$ cat config.mk
export PLATFORM = sky130hd
export DESIGN_NAME = unidad_deteccion_riesgos
export DESIGN_NICKNAME = d
export VERILOG_FILES = /design/src/rtl/unidad_deteccion_riesgos_pkg.sv /design/src/rtl/unidad_deteccion_riesgos.sv
export SDC_FILE = /design/constraint.sdc
export NUM_CORES = 1
export LEC_CHECK = 0
export BUFFER_PORTS_ARGS = -buffer_cell sky130_fd_sc_hd__clkbuf_2
export CAP_MARGIN = 20
export CORE_UTILIZATION = 56
export CTS_BUF_LIST = sky130_fd_sc_hd__clkbuf_8
export DETAILED_ROUTE_END_ITERATION = 10
export GPL_ROUTABILITY_DRIVEN = 0
export PLACE_DENSITY = 0.93
export REMOVE_ABC_BUFFERS = 1
export SETUP_SLACK_MARGIN = 0.5
export SLEW_MARGIN = 20
export SYNTH_ARGS = -nofsm -noshare
export SYNTH_HDL_FRONTEND = slang
export SYNTH_SLANG_ARGS = --single-unit
$ cat constraint.sdc
create_clock -name i_clk -period 6.1 [get_ports i_clk]
set_clock_uncertainty 0.2 [all_clocks]
set_input_delay 0.305 -clock i_clk [delete_from_list [all_inputs] [get_ports i_clk]]
set_output_delay 0.305 -clock i_clk [all_outputs]
set_load 0.1 [all_outputs]
$ cat src/rtl/unidad_deteccion_riesgos_pkg.sv
// Shared pipeline definitions: register-specifier width and address type.
package unidad_deteccion_riesgos_pkg;

  localparam int REG_ADDR_W = 5;

  typedef logic [REG_ADDR_W-1:0] reg_addr_t;

  // True when the load in EX writes a register the ID instruction reads.
  function automatic logic load_use(input reg_addr_t rt_ex,
                                    input reg_addr_t rs_id,
                                    input reg_addr_t rt_id,
                                    input logic      mem_read_ex);
    return mem_read_ex && ((rt_ex == rs_id) || (rt_ex == rt_id));
  endfunction

endpackage

$ cat src/rtl/unidad_deteccion_riesgos.sv
// Load-use hazard detector: stalls PC and IF/ID and bubbles ID/EX when
// the load in EX targets a source register of the instruction in ID.
// Also keeps a saturating count of stalled cycles.
module unidad_deteccion_riesgos #(
  parameter int REG_ADDR_W = unidad_deteccion_riesgos_pkg::REG_ADDR_W,
  parameter int CNT_W      = 32
) (
  input  logic                  i_clk,
  input  logic                  i_reset,
  input  logic [REG_ADDR_W-1:0] i_rs_ID,
  input  logic [REG_ADDR_W-1:0] i_rt_ID,
  input  logic [REG_ADDR_W-1:0] i_rt_EX,
  input  logic                  i_mem_read_EX,
  output logic                  o_stall,
  output logic                  o_pc_write_en,
  output logic                  o_if_id_write_en,
  output logic                  o_id_ex_bubble,
  output logic [CNT_W-1:0]      o_stall_count
);

  logic             stall;
  logic [CNT_W-1:0] stall_count_q, stall_count_d;

  // Hazard compare and pipeline control; register 0 is compared like any other.
  always_comb begin
    stall            = i_mem_read_EX && ((i_rt_EX == i_rs_ID) || (i_rt_EX == i_rt_ID));
    o_stall          = stall;
    o_pc_write_en    = !stall;
    o_if_id_write_en = !stall;
    o_id_ex_bubble   = stall;
  end

  // Next count: increment on stall, hold at all-ones instead of wrapping.
  always_comb begin
    stall_count_d = stall_count_q;
    if (stall && (stall_count_q != {CNT_W{1'b1}}))
      stall_count_d = stall_count_q + 1'b1;
  end

  // Counter register; reset wins over a coincident stall.
  always_ff @(posedge i_clk) begin
    if (i_reset) stall_count_q <= '0;
    else         stall_count_q <= stall_count_d;
  end

  assign o_stall_count = stall_count_q;

endmodule

==> results of run 1 <==
[cells in the final DEF (no fill, tap or decap), drive strengths merged]
master / n
ha: 1
inv: 3
nand2: 18
dfxtp: 32
nand3: 14
nor4b: 2
a32oi: 1
and4: 1
or2: 2
xor2: 9
and2: 1
clkbuf: 59
nor2b: 2
nor2: 37
a211oi: 1
nor3: 11
o21ai: 3
or3: 2
and3: 4
a21oi: 3
mux2i: 1
nor4: 16
clkinv: 2
or4: 2
xnor2: 27
buf: 1
nand4: 7
[kinds of logic (layout without fill, tap and decap cells)]
| family | after synthesis | in the layout | synth area share |
|---|---|---|---|
| buf+inv | 16 | 65 | 0.0436 |
| mux | 1 | 1 | 0.00591 |
| simple gates | 119 | 119 | 0.352 |
| flops | 32 | 32 | 0.378 |
| compound gates | 8 | 8 | 0.0273 |
| fa+ha+maj | 1 | 1 | 0.00738 |
| xor+xnor | 36 | 36 | 0.186 |
[cell usage after synthesis (2+ instances only)]
library cell	number
nor2_1	37
dfxtp_1	32
xnor2_1	27
nand2_1	18
nor4_1	16
nand3_1	14
nor3_1	11
xor2_1	9
nand4_1	7
buf_2	4
clkbuf_1	4
a21oi_1	3
inv_1	3
o21ai_0	3
and3_1	2
and3_4	2
buf_1	2
buf_4	2
nor2b_1	2
nor4b_1	2
or3_1	2
or4_1	2
[per-stage QoR]
step	worst slack (ns)	hold WS (ns)	TNS (ns)
global route	3.15	0.341	0
CTS	3.39	0.318	0
detailed placement	3.42	0.308	0
global placement	3.51	0.313	0
floorplan	-2.23	0.174	-4.46
finish	3.34	0.319	0
[per-layer routing]
| metal | track usage | vias up |
|---|---|---|
| met5 | 0 | - |
| met4 | 0.118 | 0 |
| met3 | 0.0748 | 9 |
| met2 | 0.447 | 62 |
| met1 | 0.291 | 770 |
| li1 | - | 826 |
[layout make-up]
class | instances | share of cell area
clock buffer | 6 | 0.0404
clock inverter | 2 | 0.00490
inverter | 3 | 0.00551
multi-input combinational | 165 | 0.483
sequential | 32 | 0.314
tap | 31 | 0.0190
timing repair buffer | 54 | 0.133
[where the power goes]
group | total (mW) | internal (mW) | switching (mW)
Clock | 0.170 | 0.0900 | 0.0796
Sequential | 0.210 | 0.209 | 0.000430
Combinational | 0.0305 | 0.00933 | 0.0212
Total | 0.410 | 0.308 | 0.101
[critical path: cells and delay by family (launching register included)]
| kind | cells | cell delay, ns |
|---|---|---|
| simple gates | 5 | 1.81 |
| flops | 1 | 0.44 |
| compound gates | 1 | 0.21 |
[worst paths after layout]
kind | start | depth (start not counted) | end
max | o_stall_count[10]$_SDFFE_PP0P_ | 6 | o_stall_count[24]$_SDFFE_PP0P_
min reg2reg | o_stall_count[14]$_SDFFE_PP0P_ | 2 | o_stall_count[14]$_SDFFE_PP0P_
max reg2reg | o_stall_count[10]$_SDFFE_PP0P_ | 6 | o_stall_count[24]$_SDFFE_PP0P_
min | o_stall_count[14]$_SDFFE_PP0P_ | 2 | o_stall_count[14]$_SDFFE_PP0P_
==> results.yml, run 1 <==
final_layout:
  fillers: 235
  drive_above_1_share: 0.252
  largest_register_ffs: 32
  utilization: 0.728
  multi_input_area_um2: 987
  fin_cells: 293
  n_antenna_cell: 0
  final_area_mm2: 0.00204
  seq_area_um2: 641
  area_growth_pct: 20.6
  nNetsFinal: 280
floorplanning:
  die_w_um: 57
  coreArea_mm2: 0.00281
  ios: 54
  num_rows: 19
  die_y_um: 57
  die-area_mm2: 0.00325
  start_util: 0.604
logic_synthesis:
  ys_top_cells_by_area: "dfxtp_1 38%, xnor2_1 14%, nor2_1 8.2%"
  ys_types: 31
  synth_top_cell_by_area: "dfxtp_1"
  ys_seq_area_frac: 0.378
  synth_flop_cell: "dfxtp_1"
  ys_ff_latch: 32
  synth_warnings: 0
  synth-edff-count: 0
  yosysTopAreaCellShare: 0.378
  synth_area_mm2: 0.00169
  avgSynthCellArea_um2: 7.95
  synth_cells: 213
  synth-async-reset-ratio: 0
power:
  p_leak_nw: 0.749
  irDropWorstVdd_v: 0.000161
  finalPower_mw: 0.410
  power_density_mw_per_mm2: 201
drt:
  drc: 6
  drtIter0Drc: 53
  drtAntennaViolNets: 0
  drtPass1Iterations: 7
  vias: 1667
  routed_wl_mm: 3.93
  wl_met1_mm: 1.70
  wire_per_inst_um: 13.4
  vias_per_cell: 5.69
  topRoutingLayerUsed: "met4"
  dr_wl_met2_mm: 1.95
  wl_met3_um: 209
place:
  dp.cells: 285
  post-dp-hpwl_mm: 2.78
  portBuffers: 53
  place_area_mm2: 0.00195
hold_path:
  min_path_type: "reg2reg"
setup_path:
  crit_path_end_kind: "flop"
  reg2reg_slack_ns: 3.34
  startpoint_type: "flop"
  worstSetupPathType: "reg2reg"
  critical-path-max-stage-delay_ns: 0.82
  arrival_ns: 2.76
  worstPathCellList: "nand4_1, nor4_1, and4_1, or2_1, nor2_1, a211oi_1"
  cp.required_ns: 6.09
  crit_slowest_cell: "and4_1"
  cp_max_fo: 24
sta:
  timing.final.crit_share: 0.453
  clock.fmax_mhz: 362
  final_max_slew_viol_count: 0
  tightest_slew_ns: 0.835
  hold_viol: 0
  fin_crit_ns: 2.76
  finalSetupViolCount: 0
  max_slew_margin: 0.443
  rsz0062_at_grt: "false"
grt:
  grt_pass1_wl_mm: 6.60
  grt_pass1_vias: 1550
  grt_max_degree: 34
  grt-ovfl-total: 0
  grt_antenna_before_repair: 0
  grt_usage: 0.257
cts:
  htreeDepth: 2
  ctsResizeCount: 0
  clkLatencyLatePin_ns: 0.28
  tritoncts: "done"
  clockBufferDepth: 2
  post-cts-setup-buffers: 0
  cts.sinks: 32
  cts_buffers: 5
  cts.hold.buffers_added: 0
  clock_tree.root_cell: "clkbuf_8"
  cts.reportedPaths.clkPinSlew_ns: 0.07
outcome:
  violations: "design-rule violations"
  status: "complete, but fails checks"
run:
  drv_cap: 0
(Power assumes the default switching activity.)
==> run 2, diff against run 1 <==
- ABC_AREA: not set -> 1
- PLACE_DENSITY: 0.93 -> 0.88
- clock period: 6.1 -> 2.9 ns (I/O delays scaled with it)
==> run 2 against run 1 <==
Synthesized area is 43% higher. Worst setup slack got worse by 2.7 ns. Clock-buffer cell count unchanged. The flow now finishes without violations. Combinational power grew to 3.6 times the previous value. Largest cell class unchanged. Sequential power grew 110%.
==> results.yml, run 2 <==
floorplanning:
  num_rows: 23
  coreArea_mm2: 0.00409
  die-area_mm2: 0.00459
  start_util: 0.593
  die_w_um: 67.8
  die_y_um: 67.8
  ios: 54
logic_synthesis:
  synth-async-reset-ratio: 0
  avgSynthCellArea_um2: 5.95
  synth_top_cell_by_area: "dfxtp_1"
  synth_flop_cell: "dfxtp_1"
  ys_seq_area_frac: 0.264
  synth-edff-count: 0
  ys_top_cells_by_area: "dfxtp_1 26%, nand2_1 19%, nor2_1 10%"
  yosysTopAreaCellShare: 0.264
  synth_cells: 407
  synth_warnings: 0
  ys_types: 29
  synthTopCellsByCount: "123 x nand2_1, 66 x nor2_1, 49 x inv_1, 34 x nand3_1, 32 x dfxtp_1"
  synth_area_mm2: 0.00242
  ys_ff_latch: 32
  synth.most_common_cell: "nand2_1"
sta:
  timing.final.crit_share: 0.772
  hold_viol: 0
  tns_ns: 0
  fin_crit_ns: 2.24
  clock.fmax_mhz: 447
  final_max_slew_viol_count: 0
  holdWs_ns: 0.0765
  tightest_slew_ns: 0.603
  finalSetupViolCount: 0
  max_slew_margin: 0.597
  rsz0062_at_grt: "true"
  setup_ws_ns: 0.663
final_layout:
  drive_above_1_share: 0.201
  final_cell_mix: "123 x nand2_1, 66 x nor2_1, 53 x clkbuf_2, 51 x inv_1, 34 x nand3_1"
  n_antenna_cell: 0
  nNetsFinal: 476
  fillers: 387
  utilization: 0.680
  final_common_cell: "nand2_1"
  largest_register_ffs: 32
  area_growth_pct: 14.8
  final_area_mm2: 0.00278
setup_path:
  cp_top_family: "simple AND/OR/NAND/NOR gates"
  crit_slowest_cell: "dfxtp_1"
  cp.required_ns: 2.91
  crit_path_end_kind: "flop"
  critical-path-max-stage-delay_ns: 0.43
  path_buf_inv: 1
  worstPathCellList: "ha_1, inv_2, nor2_4, nand2_4, nor2_4, nand3_4, nand3_2, nand2_1, a21oi_1"
  startpoint_type: "flop"
  arrival_ns: 2.25
  critPathMostFrequentCell: "nor2_4"
  worstSetupPathType: "reg2reg"
  cp_max_fo: 15
drt:
  vias_per_cell: 5.28
  drtAntennaViolNets: 0
  vias: 2683
  wire_per_inst_um: 11.8
  drc: 0
  drtPass1Iterations: 5
  drtIter0Drc: 123
  routed_wl_mm: 5.98
cts:
  tritoncts: "done"
  clkLatencyLatePin_ns: 0.28
  cts_buffers: 5
  clock_tree.root_cell: "clkbuf_8"
  htreeDepth: 2
  ctsResizeCount: 0
  post-cts-setup-buffers: 0
  clockBufferDepth: 2
  cts.sinks: 32
  cts.reportedPaths.clkPinSlew_ns: 0.06
  cts.hold.buffers_added: 0
grt:
  grt-ovfl-total: 0
  grt_max_degree: 31
  grt_usage: 0.275
  grt_pass1_vias: 2283
  grt_pass1_wl_mm: 9.67
  grt_antenna_before_repair: 0
place:
  pre_cts_ws_ns: 0.636
  portBuffers: 53
  place_area_mm2: 0.00268
  post-dp-hpwl_mm: 4.50
outcome:
  status: "complete, no violations"
power:
  irDropWorstVdd_v: 0.000256
  power_density_mw_per_mm2: 322
  p_leak_nw: 1.28
run:
  drv_cap: 0
hold_path:
  min_path_type: "in2reg"
## run 2: area by class of cell
| cell class | count | area [um2] | share of cell area |
|---|---|---|---|
| Inverter | 53 | 199 | 0.0716 |
| Clock inverter | 2 | 7.51 | 0.00270 |
| Clock buffer | 6 | 82.6 | 0.0297 |
| Tap cell | 50 | 62.6 | 0.0225 |
| Timing Repair Buffer | 54 | 273 | 0.0981 |
| Multi-Input combinational cell | 311 | 1520 | 0.545 |
| Sequential cell | 32 | 641 | 0.230 |
## run 2: stage by stage
step,instances,total power [mW]
after global placement,499,0.561
after detailed placement,499,0.563
after floorplan,395,0.526
final,508,0.896
after global routing,508,0.941
after CTS,507,0.907
## run 2: worst paths after layout
check	slack (ns)	end	cells after the start	from
worst max-delay path	0.66	o_stall_count[6]$_SDFFE_PP0P_	9	o_stall_count[0]$_SDFFE_PP0P_
worst min-delay path	0.08	o_stall_count[13]$_SDFFE_PP0P_	2	i_reset
worst max register to register	0.66	o_stall_count[6]$_SDFFE_PP0P_	9	o_stall_count[0]$_SDFFE_PP0P_
worst min register to register	0.34	o_stall_count[6]$_SDFFE_PP0P_	2	o_stall_count[6]$_SDFFE_PP0P_
## run 2: metal layers
| metal | GRT usage | vias up | wire, um |
|---|---|---|---|
| li1 | - | 1390 | - |
| met1 | 0.354 | 1183 | 2670 |
| met2 | 0.463 | 101 | 2780 |
| met3 | 0.0490 | 9 | 420 |
| met4 | 0.0807 | 0 | 104 |
| met5 | 0 | - | 0 |
## run 2: worst reg2reg max path: stages (launching register included)
cell,delay [ns]
dfxtp_1,0.43
ha_1,0.32
inv_2,0.09
nor2_4,0.19
nand2_4,0.08
nor2_4,0.16
nand3_4,0.20
nand3_2,0.30
nand2_1,0.08
a21oi_1,0.12
## run 2: cell families after synthesis
family,synth area share
simple gates,0.504
buf+inv,0.116
flops,0.264
compound gates,0.0780
xor+xnor,0.0325
fa+ha+maj,0.00516
## run 2: where the power goes
part / internal [mW] / switching [mW]
Clock: 0.186 / 0.155
Sequential: 0.442 / 0.00353
Combinational: 0.0279 / 0.0821
Total: 0.656 / 0.241
